### src/rtl/rtc_sched_pkg.sv
// Shared types and constants for the RTC transaction scheduler:
// requester kinds, FSM states, phase limits and the post-reset init table.
package rtc_sched_pkg;

    typedef enum logic [1:0] {
        KIND_INIT,
        KIND_WRITE,
        KIND_READ
    } kind_e;

    typedef enum logic [1:0] {
        ST_IDLE,
        ST_XFER,
        ST_GAP
    } state_e;

    localparam logic [3:0]  PHASE_LAST = 4'd11;
    localparam int unsigned INIT_LEN   = 4;

    localparam logic [7:0] INIT_ADDR [INIT_LEN] = '{8'h02, 8'h02, 8'h10, 8'h00};
    localparam logic [7:0] INIT_DATA [INIT_LEN] = '{8'h10, 8'h00, 8'hD2, 8'h00};

endpackage

### src/rtl/rtc_req_latch.sv
// Pending-request flags for init/write/read, the held user write, and the
// fixed-priority pick (init > write > read) presented to the scheduler.
module rtc_req_latch
    import rtc_sched_pkg::*;
(
    input  logic        clk_i,
    input  logic        rst_i,
    input  logic        init_req_i,
    input  logic        wr_req_i,
    input  logic [7:0]  wr_addr_i,
    input  logic [7:0]  wr_data_i,
    input  logic        rd_tick_i,
    input  logic        grant_i,
    output logic        pending_o,
    output kind_e       pick_o,
    output logic [7:0]  wr_addr_o,
    output logic [7:0]  wr_data_o
);

    logic       init_q, init_d;
    logic       wr_q, wr_d;
    logic       rd_q, rd_d;
    logic [7:0] addr_q, addr_d;
    logic [7:0] data_q, data_d;

    always_comb begin
        pick_o    = KIND_READ;
        if (init_q)
            pick_o = KIND_INIT;
        else if (wr_q)
            pick_o = KIND_WRITE;
        pending_o = init_q | wr_q | rd_q;

        init_d = init_q;
        rd_d   = rd_q;
        wr_d   = wr_q;
        addr_d = addr_q;
        data_d = data_q;

        // A new init/read request in the grant cycle survives the clear.
        if (grant_i && pick_o == KIND_INIT)
            init_d = 1'b0;
        if (init_req_i)
            init_d = 1'b1;

        if (grant_i && pick_o == KIND_READ)
            rd_d = 1'b0;
        if (rd_tick_i)
            rd_d = 1'b1;

        if (!wr_q && wr_req_i) begin
            wr_d   = 1'b1;
            addr_d = wr_addr_i;
            data_d = wr_data_i;
        end else if (grant_i && pick_o == KIND_WRITE) begin
            wr_d = 1'b0;
        end
    end

    always_ff @(posedge clk_i or posedge rst_i) begin
        if (rst_i) begin
            init_q <= 1'b1;
            wr_q   <= 1'b0;
            rd_q   <= 1'b0;
            addr_q <= '0;
            data_q <= '0;
        end else begin
            init_q <= init_d;
            wr_q   <= wr_d;
            rd_q   <= rd_d;
            addr_q <= addr_d;
            data_q <= data_d;
        end
    end

    assign wr_addr_o = addr_q;
    assign wr_data_o = data_q;

endmodule

### src/rtl/rtc_transaction_scheduler.sv
// Shares the 12-phase RTC bus counter between init, user-write and read-burst
// requesters; detects end of transaction, captures read bytes, aborts on timeout.
module rtc_transaction_scheduler
    import rtc_sched_pkg::*;
#(
    parameter int unsigned NUM_INIT        = INIT_LEN,
    parameter int unsigned NUM_READ        = 6,
    parameter logic [7:0]  RD_BASE         = 8'h21,
    parameter int unsigned RD_SAMPLE_PHASE = 6,
    parameter int unsigned GAP_CYCLES      = 2,
    parameter int unsigned TIMEOUT         = 511
) (
    input  logic        clk,
    input  logic        reset,
    input  logic        init_req,
    input  logic        wr_req,
    input  logic [7:0]  wr_addr,
    input  logic [7:0]  wr_data,
    input  logic        rd_tick,
    input  logic [3:0]  phase,
    input  logic [7:0]  rd_data,
    output logic        en_write,
    output logic        en_read,
    output logic [7:0]  bus_addr,
    output logic [7:0]  bus_wdata,
    output logic        rd_valid,
    output logic [2:0]  rd_index,
    output logic [7:0]  rd_value,
    output logic        wr_ack,
    output logic        frame_done,
    output logic        timeout_err,
    output logic        busy
);

    state_e     state_q, state_d;
    kind_e      kind_q, kind_d;
    logic [2:0] idx_q, idx_d;
    logic [3:0] prev_phase_q;
    logic [7:0] bus_addr_q, bus_addr_d;
    logic [7:0] bus_wdata_q, bus_wdata_d;
    logic [3:0] gap_cnt_q, gap_cnt_d;
    logic [9:0] tmo_cnt_q, tmo_cnt_d;
    logic       abort_q, abort_d;
    logic       captured_q, captured_d;
    logic       rd_valid_q;
    logic [2:0] rd_index_q;
    logic [7:0] rd_value_q;

    logic       grant;
    logic       pending;
    kind_e      pick;
    logic [7:0] lat_addr, lat_data;
    logic       capture;
    logic       xfer_done;
    logic       last_entry;
    kind_e      ld_kind;
    logic [2:0] ld_idx;
    logic [7:0] ld_addr, ld_data;

    rtc_req_latch u_req_latch (
        .clk_i      (clk),
        .rst_i      (reset),
        .init_req_i (init_req),
        .wr_req_i   (wr_req),
        .wr_addr_i  (wr_addr),
        .wr_data_i  (wr_data),
        .rd_tick_i  (rd_tick),
        .grant_i    (grant),
        .pending_o  (pending),
        .pick_o     (pick),
        .wr_addr_o  (lat_addr),
        .wr_data_o  (lat_data)
    );

    // Entry to load next: a fresh pick from IDLE, otherwise the following burst slot.
    always_comb begin
        ld_kind = (state_q == ST_IDLE) ? pick : kind_q;
        ld_idx  = (state_q == ST_IDLE) ? 3'd0 : idx_q + 3'd1;
    end

    always_comb begin
        ld_addr = lat_addr;
        ld_data = lat_data;
        case (ld_kind)
            KIND_READ: begin
                ld_addr = RD_BASE + 8'(ld_idx);
                ld_data = '0;
            end
            KIND_INIT: begin
                ld_addr = INIT_ADDR[ld_idx[1:0]];
                ld_data = INIT_DATA[ld_idx[1:0]];
            end
            default: ;
        endcase
    end

    always_comb begin
        xfer_done = (prev_phase_q == PHASE_LAST) && (phase == 4'd0);
        case (kind_q)
            KIND_READ: last_entry = (idx_q == 3'(NUM_READ - 1));
            KIND_INIT: last_entry = (idx_q == 3'(NUM_INIT - 1));
            default:   last_entry = 1'b1;
        endcase
    end

    always_comb begin
        state_d     = state_q;
        kind_d      = kind_q;
        idx_d       = idx_q;
        bus_addr_d  = bus_addr_q;
        bus_wdata_d = bus_wdata_q;
        gap_cnt_d   = gap_cnt_q;
        tmo_cnt_d   = tmo_cnt_q;
        abort_d     = abort_q;
        captured_d  = captured_q;
        grant       = 1'b0;
        capture     = 1'b0;
        en_write    = 1'b0;
        en_read     = 1'b0;
        wr_ack      = 1'b0;
        frame_done  = 1'b0;
        timeout_err = 1'b0;

        case (state_q)
            ST_IDLE: begin
                if (pending) begin
                    grant       = 1'b1;
                    kind_d      = pick;
                    idx_d       = ld_idx;
                    bus_addr_d  = ld_addr;
                    bus_wdata_d = ld_data;
                    tmo_cnt_d   = '0;
                    captured_d  = 1'b0;
                    state_d     = ST_XFER;
                end
            end
            ST_XFER: begin
                en_write = (kind_q != KIND_READ);
                en_read  = (kind_q == KIND_READ);
                if (tmo_cnt_q != '1)
                    tmo_cnt_d = tmo_cnt_q + 10'd1;
                if (kind_q == KIND_READ && !captured_q &&
                    prev_phase_q == 4'(RD_SAMPLE_PHASE) &&
                    phase == 4'(RD_SAMPLE_PHASE + 1)) begin
                    capture    = 1'b1;
                    captured_d = 1'b1;
                end
                if (xfer_done) begin
                    abort_d   = 1'b0;
                    gap_cnt_d = '0;
                    state_d   = ST_GAP;
                end else if (tmo_cnt_q == 10'(TIMEOUT)) begin
                    timeout_err = 1'b1;
                    abort_d     = 1'b1;
                    gap_cnt_d   = '0;
                    state_d     = ST_GAP;
                end
            end
            ST_GAP: begin
                gap_cnt_d = gap_cnt_q + 4'd1;
                if (gap_cnt_q == 4'(GAP_CYCLES - 1)) begin
                    if (!abort_q && !last_entry) begin
                        idx_d       = ld_idx;
                        bus_addr_d  = ld_addr;
                        bus_wdata_d = ld_data;
                        tmo_cnt_d   = '0;
                        captured_d  = 1'b0;
                        state_d     = ST_XFER;
                    end else begin
                        wr_ack     = !abort_q && (kind_q == KIND_WRITE);
                        frame_done = !abort_q && (kind_q == KIND_READ);
                        state_d    = ST_IDLE;
                    end
                end
            end
            default: state_d = ST_IDLE;
        endcase
    end

    always_ff @(posedge clk or posedge reset) begin
        if (reset) begin
            state_q      <= ST_IDLE;
            kind_q       <= KIND_INIT;
            idx_q        <= '0;
            prev_phase_q <= '0;
            bus_addr_q   <= '0;
            bus_wdata_q  <= '0;
            gap_cnt_q    <= '0;
            tmo_cnt_q    <= '0;
            abort_q      <= 1'b0;
            captured_q   <= 1'b0;
            rd_valid_q   <= 1'b0;
            rd_index_q   <= '0;
            rd_value_q   <= '0;
        end else begin
            state_q      <= state_d;
            kind_q       <= kind_d;
            idx_q        <= idx_d;
            prev_phase_q <= phase;
            bus_addr_q   <= bus_addr_d;
            bus_wdata_q  <= bus_wdata_d;
            gap_cnt_q    <= gap_cnt_d;
            tmo_cnt_q    <= tmo_cnt_d;
            abort_q      <= abort_d;
            captured_q   <= captured_d;
            rd_valid_q   <= capture;
            if (capture) begin
                rd_value_q <= rd_data;
                rd_index_q <= idx_q;
            end
        end
    end

    assign bus_addr  = bus_addr_q;
    assign bus_wdata = bus_wdata_q;
    assign rd_valid  = rd_valid_q;
    assign rd_index  = rd_index_q;
    assign rd_value  = rd_value_q;
    assign busy      = (state_q != ST_IDLE);

endmodule

### config.mk
export PLATFORM = sky130hd
export DESIGN_NAME = rtc_transaction_scheduler
export DESIGN_NICKNAME = d
export VERILOG_FILES = /design/src/rtl/rtc_sched_pkg.sv /design/src/rtl/rtc_req_latch.sv /design/src/rtl/rtc_transaction_scheduler.sv
export SDC_FILE = /design/constraint.sdc
export NUM_CORES = 1
export LEC_CHECK = 0
export BUFFER_PORTS_ARGS = -buffer_cell sky130_fd_sc_hd__buf_2
export CORE_MARGIN = 2
export CORE_UTILIZATION = 45
export CTS_CLUSTER_DIAMETER = 30
export DETAILED_ROUTE_END_ITERATION = 12
export PLACE_DENSITY = 0.67
export RECOVER_POWER = 100
export SLEW_MARGIN = 20
export SYNTH_ARGS = -nofsm -noshare
export SYNTH_HDL_FRONTEND = slang
export SYNTH_SLANG_ARGS = --single-unit
### constraint.sdc
create_clock -name clk -period 4.6 [get_ports clk]
set_input_delay 0.69 -clock clk [delete_from_list [all_inputs] [get_ports clk]]
set_output_delay 0.69 -clock clk [all_outputs]
set_load 0.1 [all_outputs]
== Word level (Yosys, flattened, before mapping) ==
Index checks and enable logic that the tools add are counted.
Cells by class
  $lt $le $gt $ge: 1
  add/sub/neg operators: 4
  equal/unequal tests: 22
  reductions and logical operators: 35
  multiplexer cells: 67
  bitwise gates (word level): 3
Operator list (count)
  2-to-1 mux 8 bit: 10
  one-hot mux 8 bit (2 select lines): 4
  2-to-1 mux 10 bit: 4
  binary-select mux 8 bit (select 2 bit): 2
  one-hot mux 10 bit (3 select lines): 1
  2-to-1 mux 1 bit: 28
  2-to-1 mux 2 bit: 7
  nonzero test 2 bit: 7
  2-to-1 mux 3 bit: 4
  != test 2 bit, second input constant: 6
  logical AND 1 bit: 11
  adder 10 x 1 -> 10 bit, second input constant: 1
  equality test 10 x 9 -> 1 bit, second input constant: 1
  != test 10 bit, second input constant: 1
  AND reduction 5 bit: 2
  equality test 2 bit, second input constant: 4
  equality test 4 x 3 -> 1 bit, second input constant: 2
  zero test 2 bit: 4
  2-to-1 mux 4 bit: 2
  one-hot mux 4 bit (2 select lines): 1
  adder 6 x 3 -> 7 bit, first input constant: 1
  equality test 2 x 1 -> 1 bit, second input constant: 3
  one-hot mux 2 bit (3 select lines): 1
  one-hot mux 3 bit (2 select lines): 1
  other kinds (18): 24
Storage, ports and cells
  word-level logic and storage cells: 150
  register bits after elaboration: 74
  output and inout port bits: 34
  input port bits: 33

== Logic depth before layout (Yosys ltp) ==
Gate-level depths: netlist of run 1.
  depth in word-level cells: 10
  depth in mapped cells: 8

== Modules after synthesis ==
A second synthesis of run 1 with hierarchy kept.
Unflattened totals
  cells, all modules: 310
  area total of the unflattened synthesis: 3597.2 µm²
Modules (own cells, without submodules)
  rtc_transaction_scheduler: area each 2811.4 µm², cells an instance 261, instances 1
  rtc_req_latch: area each 785.8 µm², cells an instance 49, instances 1

== Worst setup path before layout of run 1 ==
No wires, ideal clock.
  path type: register to output
  from: register gap_cnt_q[1]
  to: output port wr_ack
  slack: 389 ps
  path buffers: 0
  stages on the path, launching flop included: 6
  arrival time: 3521 ps
  cell sequence: dfrtp_1 > inv_1 > ha_1 > or3b_1 > or3_1 > nor3b_1
On the way
  longest elaborated chain between the ends: 3
RTL lines
  start, declared: RTL line rtc_transaction_scheduler.sv:41  | logic [3:0] gap_cnt_q, gap_cnt_d;
  start signal, assigned: RTL line rtc_transaction_scheduler.sv:202  | gap_cnt_q <= gap_cnt_d;
  equality test 4 x 1 -> 1 bit: RTL line rtc_transaction_scheduler.sv:161  | if (gap_cnt_q == 4'(GAP_CYCLES - 1)) begin
  2-to-1 mux 1 bit: RTL line rtc_transaction_scheduler.sv:161
  2-to-1 mux 1 bit: RTL line rtc_transaction_scheduler.sv:124  | case (state_q)
  end, declared: RTL line rtc_transaction_scheduler.sv:29  | output logic wr_ack,
Every way passes these cells.

== Worst setup path after layout of run 1 ==
Same ends and word-level chain as after synthesis.

==> results of run 1 <==
-- flip-flops by register name (all words and copies together), names as in the netlist, 3 cells and up --
name                   count
tmo_cnt_q                 10
bus_addr                   8
bus_wdata                  8
rd_value                   8
u_req_latch.wr_addr_o      8
u_req_latch.wr_data_o      8
gap_cnt_q                  4
prev_phase_q               4
idx_q                      3
rd_index                   3
-- worst reg2reg max path, cell delays in order (launching register included) --
cell     delay, ns
dfrtp_1       0.41
inv_1         0.07
ha_1          0.12
or3b_1        0.37
or4_1         0.56
o22ai_1       0.77
o21ai_0       0.28
a32o_1        0.27
-- cell type report --
type,instances,area (sq um)
Tap cell,99,124
Timing Repair Buffer,69,298
Fill cell,703,3370
Inverter,9,33.8
Clock inverter,6,47.5
Clock buffer,10,138
Sequential cell,74,1850
Multi-Input combinational cell,211,1350
-- cell usage after synthesis (all sizes together), types with 3 or more instances --
| library cell | count |
|---|---|
| a21o | 6 |
| a21oi | 17 |
| a31oi | 5 |
| buf | 7 |
| clkbuf | 4 |
| dfrtp | 73 |
| ha | 6 |
| inv | 9 |
| mux2 | 27 |
| nand2 | 37 |
| nand2b | 3 |
| nand3 | 17 |
| nor2 | 25 |
| nor2b | 3 |
| nor3b | 3 |
| nor4 | 4 |
| o21ai | 17 |
| o22ai | 3 |
| or3 | 3 |
| or4 | 3 |
| xnor2 | 3 |
-- per-layer routing --
layer,vias to the layer above,track usage (%),wire length [microns]
li1,1219,-,-
met1,1223,23.3,3070
met2,74,28.8,3130
met3,8,6.87,484
met4,0,5.77,70
met5,-,0,0
-- kinds of logic after synthesis --
kind of cell | Yosys count | synth area share [%]
adder cells (fa/ha/maj) | 6 | 2.25
flip-flops | 74 | 55.6
AND/OR/NAND/NOR | 113 | 16.8
XOR/XNOR | 5 | 1.31
AO/OA/AOI/OAI | 60 | 11.9
multiplexers | 27 | 9.11
buffers and inverters | 20 | 3.11
-- worst paths after layout --
path                         startpoint  slack (ns)                       end  depth (start not counted)
setup / recovery           gap_cnt_q[1]        0.91                    wr_ack                          6
hold / removal                 phase[3]        0.46           prev_phase_q[3]                          1
setup reg to reg           gap_cnt_q[1]        1.64              tmo_cnt_q[1]                          7
hold reg to reg            bus_wdata[0]        0.47              bus_wdata[0]                          2
max in group asynchronous         reset        1.41               rd_index[1]                          3
min in group asynchronous         reset        0.78  u_req_latch.wr_data_o[2]                          2
-- power breakdown --
group          internal, mW  leakage, nW  switching (mW)  total (mW)
sequential            0.843        0.931           0.141       0.985
combinational         0.258        0.785           0.910        1.17
clock                 0.216       0.0937           0.260       0.476
==> impl_metrics.ini, run 1 <==
[run_status]
outcome = complete, but fails checks
violations = max-capacitance violations, max-slew violations

[clocking]
insertion_delay_ns = 0.36
cts_tree = built
clock_sinks = 74
path_clk_slew_ns = 0.08
ctsLongestPathBuffers = 2
cts_hold_buf = 0
cts-resized-gates = 0
cts_buffers = 9
cts_root_buffer = clkbuf_8
cts_setup_buffers = 0
cts_max_level = 3

[die]
dieArea_sq_um = 8120
chipWidth_microns = 90.1
start_util_pct = 46.2
chipHeight_microns = 90.1
io_pins = 67
rows = 31
core_area_sq_um = 7210

[route]
drt_iter0_markers = 105
wl_microns = 6750
vias = 2524
wl_per_cell_microns = 14.1
drc = 0
antenna_left = 0
via_per_inst = 5.28
dr.pass1.iters = 6

[sta]
fmax_mhz = 271
layout_setup_ws_ns = 0.912
slew_viol_final = 37
max_slew.worst_pin.slew_ns = 1.87
tns_ns = 0
slew_headroom_pct = -24.9
post-route-min-period_ns = 3.69
rsz0062_at_grt = no
final_hold_viol_count = 0
setup_viol = 0
hold_ws_ns = 0.464
worst_clock_skew_ns = 0.0144
fin_crit_sh_pct = 80.2

[power]
total_power_mw = 2.63
ir_worst_vdd_mv = 0.494
leakage_nw = 1.81
p_per_area_nw_per_um2 = 684

[synthesis]
synth.avg_cell_area_sq_um = 10.9
async_flop_share_pct = 100
synth.area.top_cells = dfrtp_1 55%, mux2_2 9.1%, nand2_1 4.2%, nor2_1 2.7%, nand3_1 2.6%
synth_flop_cell = dfrtp_1
ys_warn_count = 0
syn_area_sq_um = 3340
synth.distinct_cells = 52
yosys_register_bits = 74
synth_edf_count = 0
synth_nets = 344
synth_top_cell_by_area = dfrtp_1
ys_seq_area_share_pct = 55.6
netlist.area_leader.share_pct = 54.8
synthCells = 305

[place]
port_buffers = 66
hpwl_microns = 4620
gp_congestion = 0.818
place_area_sq_um = 3740
place_ws_ns = 1.76
dp_cells = 462

[worst_hold_path]
hp-class = input port to register

[worst_setup_path]
cp_cell_sequence = inv_1 -> ha_1 -> or3b_1 -> or3_1 -> nor3b_1 -> clkbuf_1
crit_arrival_ns = 3.00
cp-end-kind = primary output
critPathSlowestCell = clkbuf_1
path_delay_family = simple AND/OR/NAND/NOR gates
cp_data_required_time_ns = 3.91
path_buf_inv = 2
crit_type = register to primary output
cpPeakStageDelay_ns = 0.91
cp_max_fo = 4
start_kind = register

[final_layout]
final_cell_mix = 73 x dfrtp_1, 40 x clkbuf_1, 37 x nand2_1
fin_area_sq_um = 3840
syn_to_final_growth_pct = 15.2
layout-drive-gt1-share_pct = 19.5
finish.utilization_pct = 53.3
num_antenna_cells = 0
final_common_cell = dfrtp_1
nets = 413
layout.cells.non_filler = 478

[global_routing]
antenna_found_initial = 0
grt_pass1_vias = 2460
grt_max_degree = 40
grt_pass1_wl_microns = 11900
track_usage_pct = 18.2
grt.overflow.total = 0

[job]
drv_cap = 2
Power figures use the tool's default switching activity.
==> inputs of run 2 (changes only) <==
==> constraint.sdc (replaced) <==
create_clock -name clk -period 3.4 [get_ports clk]
set_input_delay 0.51 -clock clk [delete_from_list [all_inputs] [get_ports clk]]
set_output_delay 0.51 -clock clk [all_outputs]
set_load 0.1 [all_outputs]
==> run 2 against run 1 <==
Compared with the run above:
- the run still ends with max-capacitance violations, max-slew violations left
- critical endpoint is now tmo_cnt_q[1]
- cell area grew 1.3%
- highest routed layer unchanged
- first-iteration DRC count grew 5.7%
- flip-flop and latch count is the same
- routed wire length grew 3.6%
- worst hold slack lost 0.18 ns
==> impl_metrics.ini, run 2 (same netlist as run 1, synthesis figures left out) <==
[sta]
fin_crit_sh_pct = 88.4
slew_headroom_pct = -13.4
max_slew.worst_pin.slew_ns = 1.70
final_hold_viol_count = 0
post-route-min-period_ns = 3.01
fmax_mhz = 333
tns_ns = 0
slew_viol_final = 32
rsz0062_at_grt = no
setup_viol = 0
worst_clock_skew_ns = 0.00729
hold_ws_ns = 0.288

[final_layout]
syn_to_final_growth_pct = 16.7
largest_reg_flops = 10
nets = 415
num_antenna_cells = 0
final_common_cell = dfrtp_1
layout-drive-gt1-share_pct = 21.3
top_register = tmo_cnt_q
final_cell_mix = 73 x dfrtp_1, 38 x clkbuf_1, 37 x nand2_1

[route]
vias = 2527
via_per_inst = 5.28
wl_per_cell_microns = 14.6
antenna_left = 0
drt_iter0_markers = 111
wl_microns = 7000
dr.pass1.iters = 5
drc = 0

[power]
p_per_area_nw_per_um2 = 934
clockPowerShare_pct = 19.2
power_frac_seq_pct = 36.9
p_int_mw = 1.87
pwr-share-comb_pct = 43.8
ir_worst_vdd_mv = 0.644
p_sw_mw = 1.77
netSwitchingFraction_pct = 48.6
leakage_nw = 1.84

[global_routing]
grt_max_degree = 32
grt_pass1_wl_microns = 12000
track_usage_pct = 18.3
use_met3_pct = 5.28
grt.busiest_layer = met2
antenna_found_initial = 0
grt_pass1_vias = 2558
met2_usage_pct = 28.1
grt.overflow.total = 0
grtUsageMet1_pct = 24.4

[die]
core_area_sq_um = 7210
chipWidth_microns = 90.1
rows = 31
chipHeight_microns = 90.1
start_util_pct = 46.2
io_pins = 67
dieArea_sq_um = 8120

[worst_setup_path]
start_kind = register
ff2ff_path_depth = 7
cp_max_fo = 12
cp_data_required_time_ns = 3.64
cp-end-kind = register
reg2reg_setup_slack_ns = 0.39
reg2reg_to = tmo_cnt_q[1]
crit_type = register to register
crit_arrival_ns = 3.24
worst_r2r_startpoint = gap_cnt_q[1]

[clocking]
cts_setup_buffers = 0
cts_buffers = 9
path_clk_slew_ns = 0.08
ctsLongestPathBuffers = 2
insertion_delay_ns = 0.34
cts_root_buffer = clkbuf_8
cts_hold_buf = 0
cts_tree = built
cts_max_level = 3
clock_sinks = 74
cts-resized-gates = 0

[place]
gp_congestion = 0.830
hpwl_microns = 4810
port_buffers = 66

[job]
drv_cap = 1

[run_status]
violations = max-capacitance violations, max-slew violations
outcome = complete, but fails checks

[worst_hold_path]
hp-class = input port to asynchronous set/reset pin
## run 2: how the worst max path moves through the flow
stage,end,cells after the start,startpoint,slack (ns)
floorplan,wr_ack,5,gap_cnt_q[1],0.33
global route,tmo_cnt_q[1],7,gap_cnt_q[1],0.26
CTS,wr_ack,6,gap_cnt_q[1],0.45
global placement,tmo_cnt_q[1],7,gap_cnt_q[1],0.89
finish,tmo_cnt_q[1],7,gap_cnt_q[1],0.39
detailed placement,tmo_cnt_q[1],7,gap_cnt_q[1],0.83
## run 2: stage by stage
stage	setup WS [ns]	utilization, %	instance area [sq um]	power, mW	cells
after detailed placement	0.833	52.3	3770	3.01	464
after CTS	0.453	55.1	3980	3.72	479
after global placement	0.886	52.3	3770	2.97	464
final	0.395	54.0	3890	3.64	479
after global routing	0.261	54.0	3890	3.85	479
after floorplan	0.326	-	3350	2.70	305
## run 2: routing by layer
metal	up-vias	part of all wire, %
li1	1214	-
met2	64	45
met1	1236	47
met5	-	0
met4	0	2.0
met3	13	6.5
## run 2: worst max-delay path, cell delays in order (launching register included)
cell	delay [ns]
dfrtp_1	0.41
inv_1	0.07
ha_1	0.13
or3b_1	0.38
or4_1	0.59
o22ai_1	0.78
o21ai_0	0.27
a32o_1	0.27
## run 2: power groups by stage
stage	Clock, mW	Sequential (mW)	Combinational, mW
6_report	0.700	1.34	1.59
5_1_grt	0.751	1.39	1.71
4_1_cts	0.718	1.34	1.66
3_5_place_dp	0	1.36	1.65
3_3_place_gp	0	1.35	1.63
2_1_floorplan	0	1.96	0.732
## run 2: area by class of cell
class,count,area (sq um)
Inverter,9,33.8
Clock buffer,11,151
Timing Repair Buffer,71,313
Multi-Input combinational cell,211,1370
Sequential cell,74,1850
Tap cell,99,124
Clock inverter,4,51.3
Fill cell,697,3320
